$ cat src/rtl/xor_rr_arbiter_pkg.sv
// Shared definitions for the round-robin XOR arbiter: FSM state
// encodings and default sizing constants.
package xor_rr_arbiter_pkg;

  localparam int N_REQ_DFLT = 4;
  localparam int WIDTH_DFLT = 8;

  typedef enum logic [1:0] {
    ST_IDLE = 2'd0,
    ST_EXEC = 2'd1,
    ST_RESP = 2'd2
  } arb_state_e;

endpackage

$ cat src/rtl/xor_rr_arbiter_xor_gate.sv
// Single-bit XOR cell; WIDTH of these form the shared datapath.
module xor_gate (
  input  logic a,
  input  logic b,
  output logic y
);

  // Bitwise XOR, no carry.
  assign y = a ^ b;

endmodule

$ cat src/rtl/xor_rr_arbiter.sv
// Round-robin arbiter sharing one WIDTH-bit XOR datapath among N_REQ
// requesters. One request is outstanding at a time; the result comes
// back tagged with the owning requester index.
//
// state   | meaning
// --------+-----------------------------------------------------------
// ST_IDLE | offering a grant to the next valid requester from ptr
// ST_EXEC | operands latched, XOR result being registered
// ST_RESP | result presented, waiting for resp_ready
module xor_rr_arbiter
  import xor_rr_arbiter_pkg::*;
#(
  parameter  int N_REQ = N_REQ_DFLT,
  parameter  int WIDTH = WIDTH_DFLT,
  localparam int ID_W  = $clog2(N_REQ)
) (
  input  logic                   clk,
  input  logic                   rst_n,
  input  logic [N_REQ-1:0]       req_valid,
  output logic [N_REQ-1:0]       req_ready,
  input  logic [N_REQ*WIDTH-1:0] req_a,
  input  logic [N_REQ*WIDTH-1:0] req_b,
  output logic                   resp_valid,
  input  logic                   resp_ready,
  output logic [ID_W-1:0]        resp_id,
  output logic [WIDTH-1:0]       resp_y,
  output logic                   busy
);

  arb_state_e       state;
  arb_state_e       state_nxt;
  logic [ID_W-1:0]  ptr;
  logic [ID_W-1:0]  win_id;
  logic [ID_W-1:0]  ptr_nxt;
  logic             found;
  logic [N_REQ-1:0] grant;
  logic [WIDTH-1:0] win_a;
  logic [WIDTH-1:0] win_b;
  logic [WIDTH-1:0] op_a;
  logic [WIDTH-1:0] op_b;
  logic [WIDTH-1:0] xor_y;
  logic             accept;

  // Round-robin pick: first valid requester at or after ptr, wrapping modulo N_REQ.
  always_comb begin
    int              idx;
    logic [ID_W-1:0] idx_sel;
    found  = 1'b0;
    win_id = '0;
    grant  = '0;
    for (int off = 0; off < N_REQ; off++) begin
      idx = int'(ptr) + off;
      if (idx >= N_REQ) idx = idx - N_REQ;
      idx_sel = ID_W'(idx);
      if (!found && req_valid[idx_sel]) begin
        found  = 1'b1;
        win_id = idx_sel;
      end
    end
    if (found) grant[win_id] = 1'b1;
  end

  // Winner's operands and the pointer value that follows it; wraps without touching unused indices.
  always_comb begin
    win_a   = req_a[int'(win_id)*WIDTH +: WIDTH];
    win_b   = req_b[int'(win_id)*WIDTH +: WIDTH];
    ptr_nxt = (int'(win_id) == N_REQ - 1) ? '0 : win_id + ID_W'(1);
  end

  assign accept = (state == ST_IDLE) && found;

  // Shared datapath: one XOR cell per operand bit, fed from the latched operands.
  for (genvar i = 0; i < WIDTH; i++) begin : g_xor
    xor_gate u_xor (
      .a (op_a[i]),
      .b (op_b[i]),
      .y (xor_y[i])
    );
  end

  // State register.
  always_ff @(posedge clk or negedge rst_n) begin
    if (!rst_n) state <= ST_IDLE;
    else        state <= state_nxt;
  end

  // Next-state logic.
  always_comb begin
    state_nxt = state;
    case (state)
      ST_IDLE: if (found)      state_nxt = ST_EXEC;
      ST_EXEC:                 state_nxt = ST_RESP;
      ST_RESP: if (resp_ready) state_nxt = ST_IDLE;
      default:                 state_nxt = ST_IDLE;
    endcase
  end

  // Outputs decoded from state; grants are offered only in IDLE and never while in reset.
  always_comb begin
    req_ready  = (state == ST_IDLE && rst_n) ? grant : '0;
    resp_valid = (state == ST_RESP);
    busy       = (state != ST_IDLE);
  end

  // Operand/ID capture on acceptance, pointer advance, and result registration in EXEC.
  always_ff @(posedge clk or negedge rst_n) begin
    if (!rst_n) begin
      ptr     <= '0;
      op_a    <= '0;
      op_b    <= '0;
      resp_id <= '0;
      resp_y  <= '0;
    end else begin
      if (accept) begin
        op_a    <= win_a;
        op_b    <= win_b;
        resp_id <= win_id;
        ptr     <= ptr_nxt;
      end
      if (state == ST_EXEC) resp_y <= xor_y;
    end
  end

endmodule

$ cat config.mk
export PLATFORM = sky130hd
export DESIGN_NAME = xor_rr_arbiter
export DESIGN_NICKNAME = d
export VERILOG_FILES = /design/src/rtl/xor_rr_arbiter_pkg.sv /design/src/rtl/xor_rr_arbiter_xor_gate.sv /design/src/rtl/xor_rr_arbiter.sv
export SDC_FILE = /design/constraint.sdc
export NUM_CORES = 1
export LEC_CHECK = 0
export BUFFER_PORTS_ARGS = -buffer_cell sky130_fd_sc_hd__buf_2
export CORE_MARGIN = 8
export CORE_UTILIZATION = 32
export DETAILED_ROUTE_END_ITERATION = 7
export GPL_ROUTABILITY_DRIVEN = 0
export GPL_TIMING_DRIVEN = 0
export SLEW_MARGIN = 10
export SYNTH_ARGS = -nofsm -noshare
export SYNTH_HDL_FRONTEND = slang
export SYNTH_HIERARCHICAL = 1
export SYNTH_SLANG_ARGS = --single-unit
$ cat constraint.sdc
create_clock -name clk -period 2.95 [get_ports clk]
set_clock_uncertainty 0.15 [all_clocks]
set_input_delay 0.59 -clock clk [delete_from_list [all_inputs] [get_ports clk]]
set_output_delay 0.59 -clock clk [all_outputs]
set_load 0.02 [all_outputs]
* Word level (Yosys, flattened, before mapping) *
Index checks and enable logic that the tools add are counted.

word-level totals
  register bits = 30
  input bits = 71
  output and inout bits = 16
  logic and storage cells = 79

operators by class
  add/subtract/negate cells = 8
  magnitude comparators = 10
  eq/ne operators = 5
  shift operators = 2
  muxes and demuxes = 28
  bitwise operators = 8
  reduce and logical (&&, ||, !) cells = 12

operators by type and width
  cell                 number
  $shiftx 32x6->8      2
  $mux 2               11
  $lt 2x3->1 const B   5
  $ge 3x3->1 const B   3
  $mux 1               9
  $bmux 1 s2           4
  $mux 4               2
  $sub 2x1->2 const B  4
  $xor 1x1->1          8
  $add 2x2->3 const B  2
  $logic_and 1x1->1    6
  $pmux 2 s3           1
  $eq 2x1->1 const B   2
  $add 2x1->3 const B  1
  $ge 2x3->1 const B   1
  $logic_not 1->1      3
  $add 2x1->2 const B  1
  $demux 1 s2          1
  $eq 2x2->1 const B   1
  $ge 2x1->1 const B   1
  $logic_not 2->1      1
  $ne 2x1->1 const B   1
  $ne 2x2->1 const B   1
  $reduce_and 2->1     1
  $reduce_bool 2->1    1

* Logic depth before layout (Yosys ltp) *
Gate-level depths: netlist of the first run.

  word-level depth = 20
  mapped depth = 8
  depth with buffers taken out = 7

* By module *
Netlist of the first run, hierarchy kept.

modules (own cells, without submodules)
  module          times used  cells each  area each (µm²)  seq. area each (µm²)
  xor_rr_arbiter  1           158         1,687.9          750.7
  xor_gate        8           1           8.8              0.0

* Least setup slack after synthesis of the first run *
Ideal clock, no wire load.

  path type = input port to output port
  from = in req_valid[2]
  to = out req_ready[2]
  arrival time = 1.976 ns
  data required time = 2.210 ns
  path slack = 0.234 ns
  stages = 6
  path buffers = 1
  path through = or2b_1 a21oi_1 a211o_1 buf_6 inv_1 nor4_1

on the way
  longest elaborated chain between the ends = 18
  elaborated cells between the ends (all ways) = 29
  those cells by class = order compare: 2; mux: 20; reduce/logical: 7

ends and longest elaborated chain
  element                                                                line                   text
  start, declared                                                        xor_rr_arbiter.sv:19   input logic [N_REQ-1:0] req_valid,
  $bmux 1 s2                                                             xor_rr_arbiter.sv:55   if (!found && req_valid[idx_sel]) begin
  $mux 1 (not written as such)                                           xor_rr_arbiter.sv:55
  $mux 1                                                                 xor_rr_arbiter.sv:55
  $logic_not 1->1                                                        xor_rr_arbiter.sv:55
  $logic_and 1x1->1                                                      xor_rr_arbiter.sv:55
  $mux 1                                                                 xor_rr_arbiter.sv:55
  $logic_not 1->1                                                        xor_rr_arbiter.sv:55
  $logic_and 1x1->1                                                      xor_rr_arbiter.sv:55
  [... 2 more ...]                                                       --
  $logic_and 1x1->1                                                      xor_rr_arbiter.sv:55
  $mux 2                                                                 xor_rr_arbiter.sv:55
  $lt 2x3->1 (not written as such) / $ge 2x1->1 (equally long branches)  xor_rr_arbiter.sv:60   if (found) grant[win_id] = 1'b1;
  $logic_and 1x1->1 (not written as such)                                xor_rr_arbiter.sv:60
  $mux 1 (not written as such)                                           xor_rr_arbiter.sv:60
  $demux 1 s2                                                            xor_rr_arbiter.sv:60
  $mux 4 (*)                                                             xor_rr_arbiter.sv:60
  $mux 4 (*)                                                             xor_rr_arbiter.sv:100  req_ready = (state == ST_IDLE && rst_n) ? grant : '0;
  end, declared                                                          xor_rr_arbiter.sv:20   output logic [N_REQ-1:0] req_ready,

Every way passes the cells marked *; elsewhere a longest branch is shown, timed or not. The select of a mux whose other input is x is not followed.

* Worst setup path in the final report of the first run *
  from = in req_valid[2]
  to = out req_ready[3]

Same word-level chain as after synthesis.

==> results.json, run 1 <==
{
  "hpwl_um": 4010,
  "max_clock_freq_mhz": 349,
  "layout_commonest_cell": "buf_2",
  "reg2reg_depth": 6,
  "wl_um": 5050,
  "cts_sinks": 30,
  "initial_utilization_pct": 32.5,
  "cp-end-kind": "primary output",
  "p_sw_w": 0.000969,
  "slew_viol_final": 0,
  "internal_power_w": 0.00137,
  "maxCapViolCount": 0,
  "pwr-share-clk_pct": 13.4,
  "synth_fp_nets": 238,
  "grt_usage_pct": 12.7,
  "avgSynthCellArea_sq_um": 10.6,
  "layout.nets": 331,
  "synth_edf_count": 0,
  "design_area_sq_um": 2360,
  "static-leakage-power_nw": 1.27,
  "fin_cells": 330,
  "wl_per_cell_um": 15.3,
  "ys_seq_area_share_pct": 42.7,
  "num_vias": 1596,
  "grt_pass1_vias": 1725,
  "report.power.total_w": 0.00234,
  "p_comb_share_pct": 54.3,
  "drc": 0,
  "max_slew_margin_pct": 53.4,
  "dp.cells": 324,
  "async_flop_share_pct": 100,
  "rows": 27,
  "placed_area_sq_um": 2280,
  "start_kind": "input port",
  "syn_inst": 166,
  "grt_remaining_overflow": 0,
  "netlist_area_sq_um": 1760,
  "p_sw_share_pct": 41.4,
  "syn2layout_area_growth_pct": 34.3,
  "cts_setup_buffers": 0,
  "port-buffer-count": 86,
  "grt_pass1_wl_um": 8410,
  "dieWidth_um": 90.1,
  "cts-root-buf": "clkbuf_8",
  "layout_common_cells": "89 x buf_2, 30 x mux2i_1, 30 x dfrtp_1",
  "setup_viol": 0,
  "pwr_density_cell_nw_per_um2": 992,
  "crit_type": "input port to primary output",
  "hold_buffers": 0,
  "ys_types": 31,
  "numCtsBuffers": 5,
  "vias_per_cell": 4.84,
  "cts_tree": "yes",
  "min_period_ns": 2.87,
  "hold_viol_final": 0,
  "post-route-period-util_pct": 97.1,
  "first_iter_violations": 61,
  "antenna_cells": 0,
  "vdd_ir_drop_max_uv": 368,
  "power.share.sequential_pct": 32.2,
  "clk_pin_slew_ns": 0.06,
  "ys_ff_latch": 30,
  "antenna_found_initial": 0,
  "cts_resized": 0,
  "core_region_area_sq_um": 5410,
  "crit_arrival_ns": 2.13,
  "drive_gt1_share_pct": 43.0,
  "ant_nets": 0,
  "die_area_sq_um": 8120,
  "die_y_um": 90.1,
  "cts_buffer_depth": 2,
  "required_ns": 2.21,
  "outcome": "finished, final reports clean",
  "grt_max_degree": 33,
  "rsz0062_at_grt": "no",
  "cts_max_level": 2,
  "hp-class": "input port to async pin",
  "yosys_warnings": 6,
  "worst_pin_slew_ns": 0.699,
  "drt_first_pass_iters": 4,
  "fin_tns_setup_ns": 0,
  "insertion_delay_ns": 0.27,
  "ios": 87,
  "critPathMaxFanout": 6,
  "synth_flop_cell": "dfrtp_1"
}
kinds of logic (layout without fill, tap and decap cells):
family	after synthesis	in the layout	share of synthesized area, %
AOI/OAI and AO/OA	32	32	14.4
xor gates and xnor gates	8	8	3.99
adders and majority gates	1	1	0.712
buffers and inverters	15	107	5.12
DFF	30	30	42.7
muxes	38	38	22.2
and+or+nand+nor	42	42	10.9
layout make-up:
| class | instances | area (sq um) |
|---|---|---|
| Tap cell | 72 | 90.1 |
| Buffer | 10 | 71.3 |
| Inverter | 5 | 18.8 |
| Fill cell | 529 | 3040 |
| Clock buffer | 6 | 82.6 |
| Timing Repair Buffer | 86 | 430 |
| Sequential cell | 30 | 751 |
| Multi-Input combinational cell | 121 | 917 |
power groups by stage:
stage / clock, W / sequential, W / combinational, W
floorplan: 0 / 0.000824 / 0.000857
global placement: 0 / 0.000759 / 0.00128
detailed placement: 0 / 0.000764 / 0.00129
CTS: 0.000327 / 0.000757 / 0.00130
global route: 0.000340 / 0.000783 / 0.00142
finish: 0.000315 / 0.000755 / 0.00127
cells in the mapped netlist, types with 2 or more instances:
library cell | number | area, sq um
dfrtp_1 | 30 | 751
mux2i_1 | 30 | 300
nand2_1 | 25 | 93.8
o221ai_1 | 14 | 123
mux2_2 | 8 | 90.1
xor2_1 | 8 | 70.1
a211o_1 | 4 | 35.0
buf_6 | 4 | 45.0
inv_1 | 4 | 15.0
o21ai_0 | 4 | 20.0
a21o_1 | 3 | 22.5
buf_2 | 3 | 15.0
clkbuf_1 | 3 | 11.3
nand2b_1 | 3 | 18.8
a21oi_1 | 2 | 10.0
nand3_1 | 2 | 10.0
nor2_1 | 2 | 7.51
nor2b_1 | 2 | 12.5
nor3_1 | 2 | 10.0
o311ai_1 | 2 | 17.5
final timing paths:
kind	end	start	slack, ns
max	req_ready[3]	req_valid[2]	0.08
max in group asynchronous	ptr[0]	rst_n	1.98
max reg2reg	op_b[7]	ptr[0]	0.95
min	op_b[2]	rst_n	0.21
min in group clk	resp_id[1]	resp_id[1]	0.34
min reg2reg	resp_id[1]	resp_id[1]	0.34
state kept, by name, summed over array words and instances (netlist names):
name,count
resp_id,2
resp_y,8
ptr,2
op_a,8
op_b,8
state,2
critical path: stages:
cell and delay (ns):
buf_2 0.12, nor2b_1 0.16, a21o_1 0.16, a211o_1 0.30, buf_6 0.14, inv_1 0.15, ha_1 0.19, and3_1 0.16
buf_2 0.17
routing by layer:
| metal | track usage (%) | wire length (um) | up-vias |
|---|---|---|---|
| li1 | - | - | 796 |
| met1 | 14.0 | 2090 | 747 |
| met2 | 22.4 | 2570 | 45 |
| met3 | 3.66 | 324 | 8 |
| met4 | 4.58 | 68 | 0 |
| met5 | 0 | 0 | - |
through the flow:
step / hold WS [ns] / utilization, % / worst slack (ns)
finish: 0.214 / 43.7 / 0.0844
floorplan: 0.144 / - / 0.234
CTS: 0.236 / 43.7 / 0.0701
detailed placement: 0.319 / 42.2 / 0.0799
global route: 0.280 / 43.7 / 0.00506
global placement: 0.310 / 42.2 / 0.0772
Note: power is estimated with default switching activity, not from simulation.
==> run 2: changes to the inputs <==
GPL_TIMING_DRIVEN = unset   (was 0)
==> run 2 against run 1 <==
Wire length is 2.6% lower. Final area is 1.3% lower. Sequential share of layout area is 0.43 points higher. Die area stayed put. Highest routed layer unchanged.
==> results.json, run 2 (same netlist as run 1, synthesis figures left out) <==
{
  "outcome": "finished, final reports clean",
  "pwr_density_cell_nw_per_um2": 982,
  "static-leakage-power_nw": 1.26,
  "port-buffer-count": 86,
  "required_ns": 2.21,
  "cts_setup_buffers": 0,
  "setup_viol": 0,
  "grt_remaining_overflow": 0,
  "rows": 27,
  "ios": 87,
  "multi_input_area_sq_um": 918,
  "rsz0062_at_grt": "no",
  "wl_per_cell_um": 15.1,
  "dp.cells": 318,
  "initial_utilization_pct": 32.5,
  "cts_buffer_depth": 2,
  "grt_usage_pct": 12.3,
  "crit_arrival_ns": 2.04,
  "first_iter_violations": 62,
  "syn2layout_area_growth_pct": 32.5,
  "cts_tree": "yes",
  "die_y_um": 90.1,
  "ant_nets": 0,
  "cts_sinks": 30,
  "drt_first_pass_iters": 4,
  "cts-root-buf": "clkbuf_8",
  "fin_cells": 326,
  "layout_common_cells": "86 x buf_2, 30 x mux2i_1, 30 x dfrtp_1",
  "num_vias": 1566,
  "final.fill_count": 567,
  "wl_um": 4920,
  "r2r-start": "ptr[0]",
  "hold_buffers": 0,
  "reg_top3": "op_a x8, op_b x8, resp_y x8",
  "reg2reg_depth": 6,
  "worst_pin_slew_ns": 0.497,
  "hpwl_um": 3760,
  "grt_max_degree": 32,
  "slew_viol_final": 0,
  "antenna_cells": 0,
  "hp-class": "input port to async pin",
  "crit-reg2reg-capture": "op_a[4]",
  "fin_tns_setup_ns": 0,
  "vdd_ir_drop_max_uv": 356,
  "clk_pin_slew_ns": 0.06,
  "grt_pass1_wl_um": 8260,
  "max_clock_freq_mhz": 360,
  "core_region_area_sq_um": 5410,
  "min_period_ns": 2.78,
  "cts_max_level": 2,
  "insertion_delay_ns": 0.27,
  "critPathMaxFanout": 6,
  "reg2reg_slack_ns": 0.90,
  "cts_resized": 0,
  "dieWidth_um": 90.1,
  "post-route-period-util_pct": 94.2,
  "antenna_found_initial": 0,
  "cp-end-kind": "primary output",
  "layout.nets": 325,
  "numCtsBuffers": 5,
  "vias_per_cell": 4.80,
  "hold_viol_final": 0,
  "die_area_sq_um": 8120,
  "ff_latch_area_sq_um": 751,
  "layout_commonest_cell": "buf_2",
  "crit_type": "input port to primary output",
  "start_kind": "input port",
  "max_slew_margin_pct": 66.9,
  "grt_pass1_vias": 1737,
  "drc": 0,
  "drive_gt1_share_pct": 43.3,
  "maxCapViolCount": 0
}
-- run 2: changes by cell type in the layout (fill, tap and decap cells not counted), sizes merged --
cell / change
buf: -3
clkbuf: -2
clkinv: +1
-- run 2: critical path, cell delays in order --
cell and delay, ns:
buf_2 0.11, nor2b_1 0.15, a21o_1 0.16, a211o_2 0.34, inv_1 0.17, ha_1 0.19
and3_1 0.15, buf_2 0.17
-- run 2: per-layer routing --
| metal | routed length, um | track usage, % |
|---|---|---|
| met2 | 2470 | 21.7 |
| met4 | 62 | 4.72 |
| met1 | 2160 | 13.8 |
| met5 | 0 | 0 |
| met3 | 230 | 3.41 |
-- run 2: final cells by class --
| type | instances | area share (%) |
|---|---|---|
| Timing Repair Buffer | 90 | 19.8 |
| Sequential cell | 30 | 32.2 |
| Tap cell | 72 | 3.87 |
| Inverter | 5 | 0.806 |
| Clock inverter | 1 | 0.215 |
| Clock buffer | 7 | 3.71 |
| Multi-Input combinational cell | 121 | 39.4 |
-- run 2: worst max path at each step --
stage / startpoint / cells past startpoint / end / slack (ns)
global route: req_valid[2] / 8 / req_ready[3] / 0.09
global placement: req_valid[2] / 8 / req_ready[3] / 0.23
CTS: req_valid[2] / 8 / req_ready[3] / 0.18
floorplan: req_valid[2] / 6 / req_ready[2] / 0.23
finish: req_valid[2] / 8 / req_ready[3] / 0.17
detailed placement: req_valid[2] / 8 / req_ready[3] / 0.19
-- run 2: where the power goes --
part	internal, W	leakage [nW]	total [W]	switching (W)
registers	0.000627	0.366	0.000756	0.000129
logic	0.000529	0.845	0.00120	0.000672
clock network	0.000188	0.0482	0.000331	0.000143
total	0.00134	1.26	0.00229	0.000944
-- run 2: metrics by stage --
stage	setup WS, ns	hold WS (ns)	instance area (sq um)	total power (W)	utilization, %
4_1_cts	0.178	0.275	2330	0.00233	43.1
2_1_floorplan	0.234	0.144	1760	0.00168	-
3_3_place_gp	0.227	0.309	2240	0.00197	41.4
5_1_grt	0.0947	0.285	2330	0.00250	43.1
6_report	0.170	0.250	2330	0.00229	43.1
3_5_place_dp	0.186	0.314	2240	0.00199	41.4
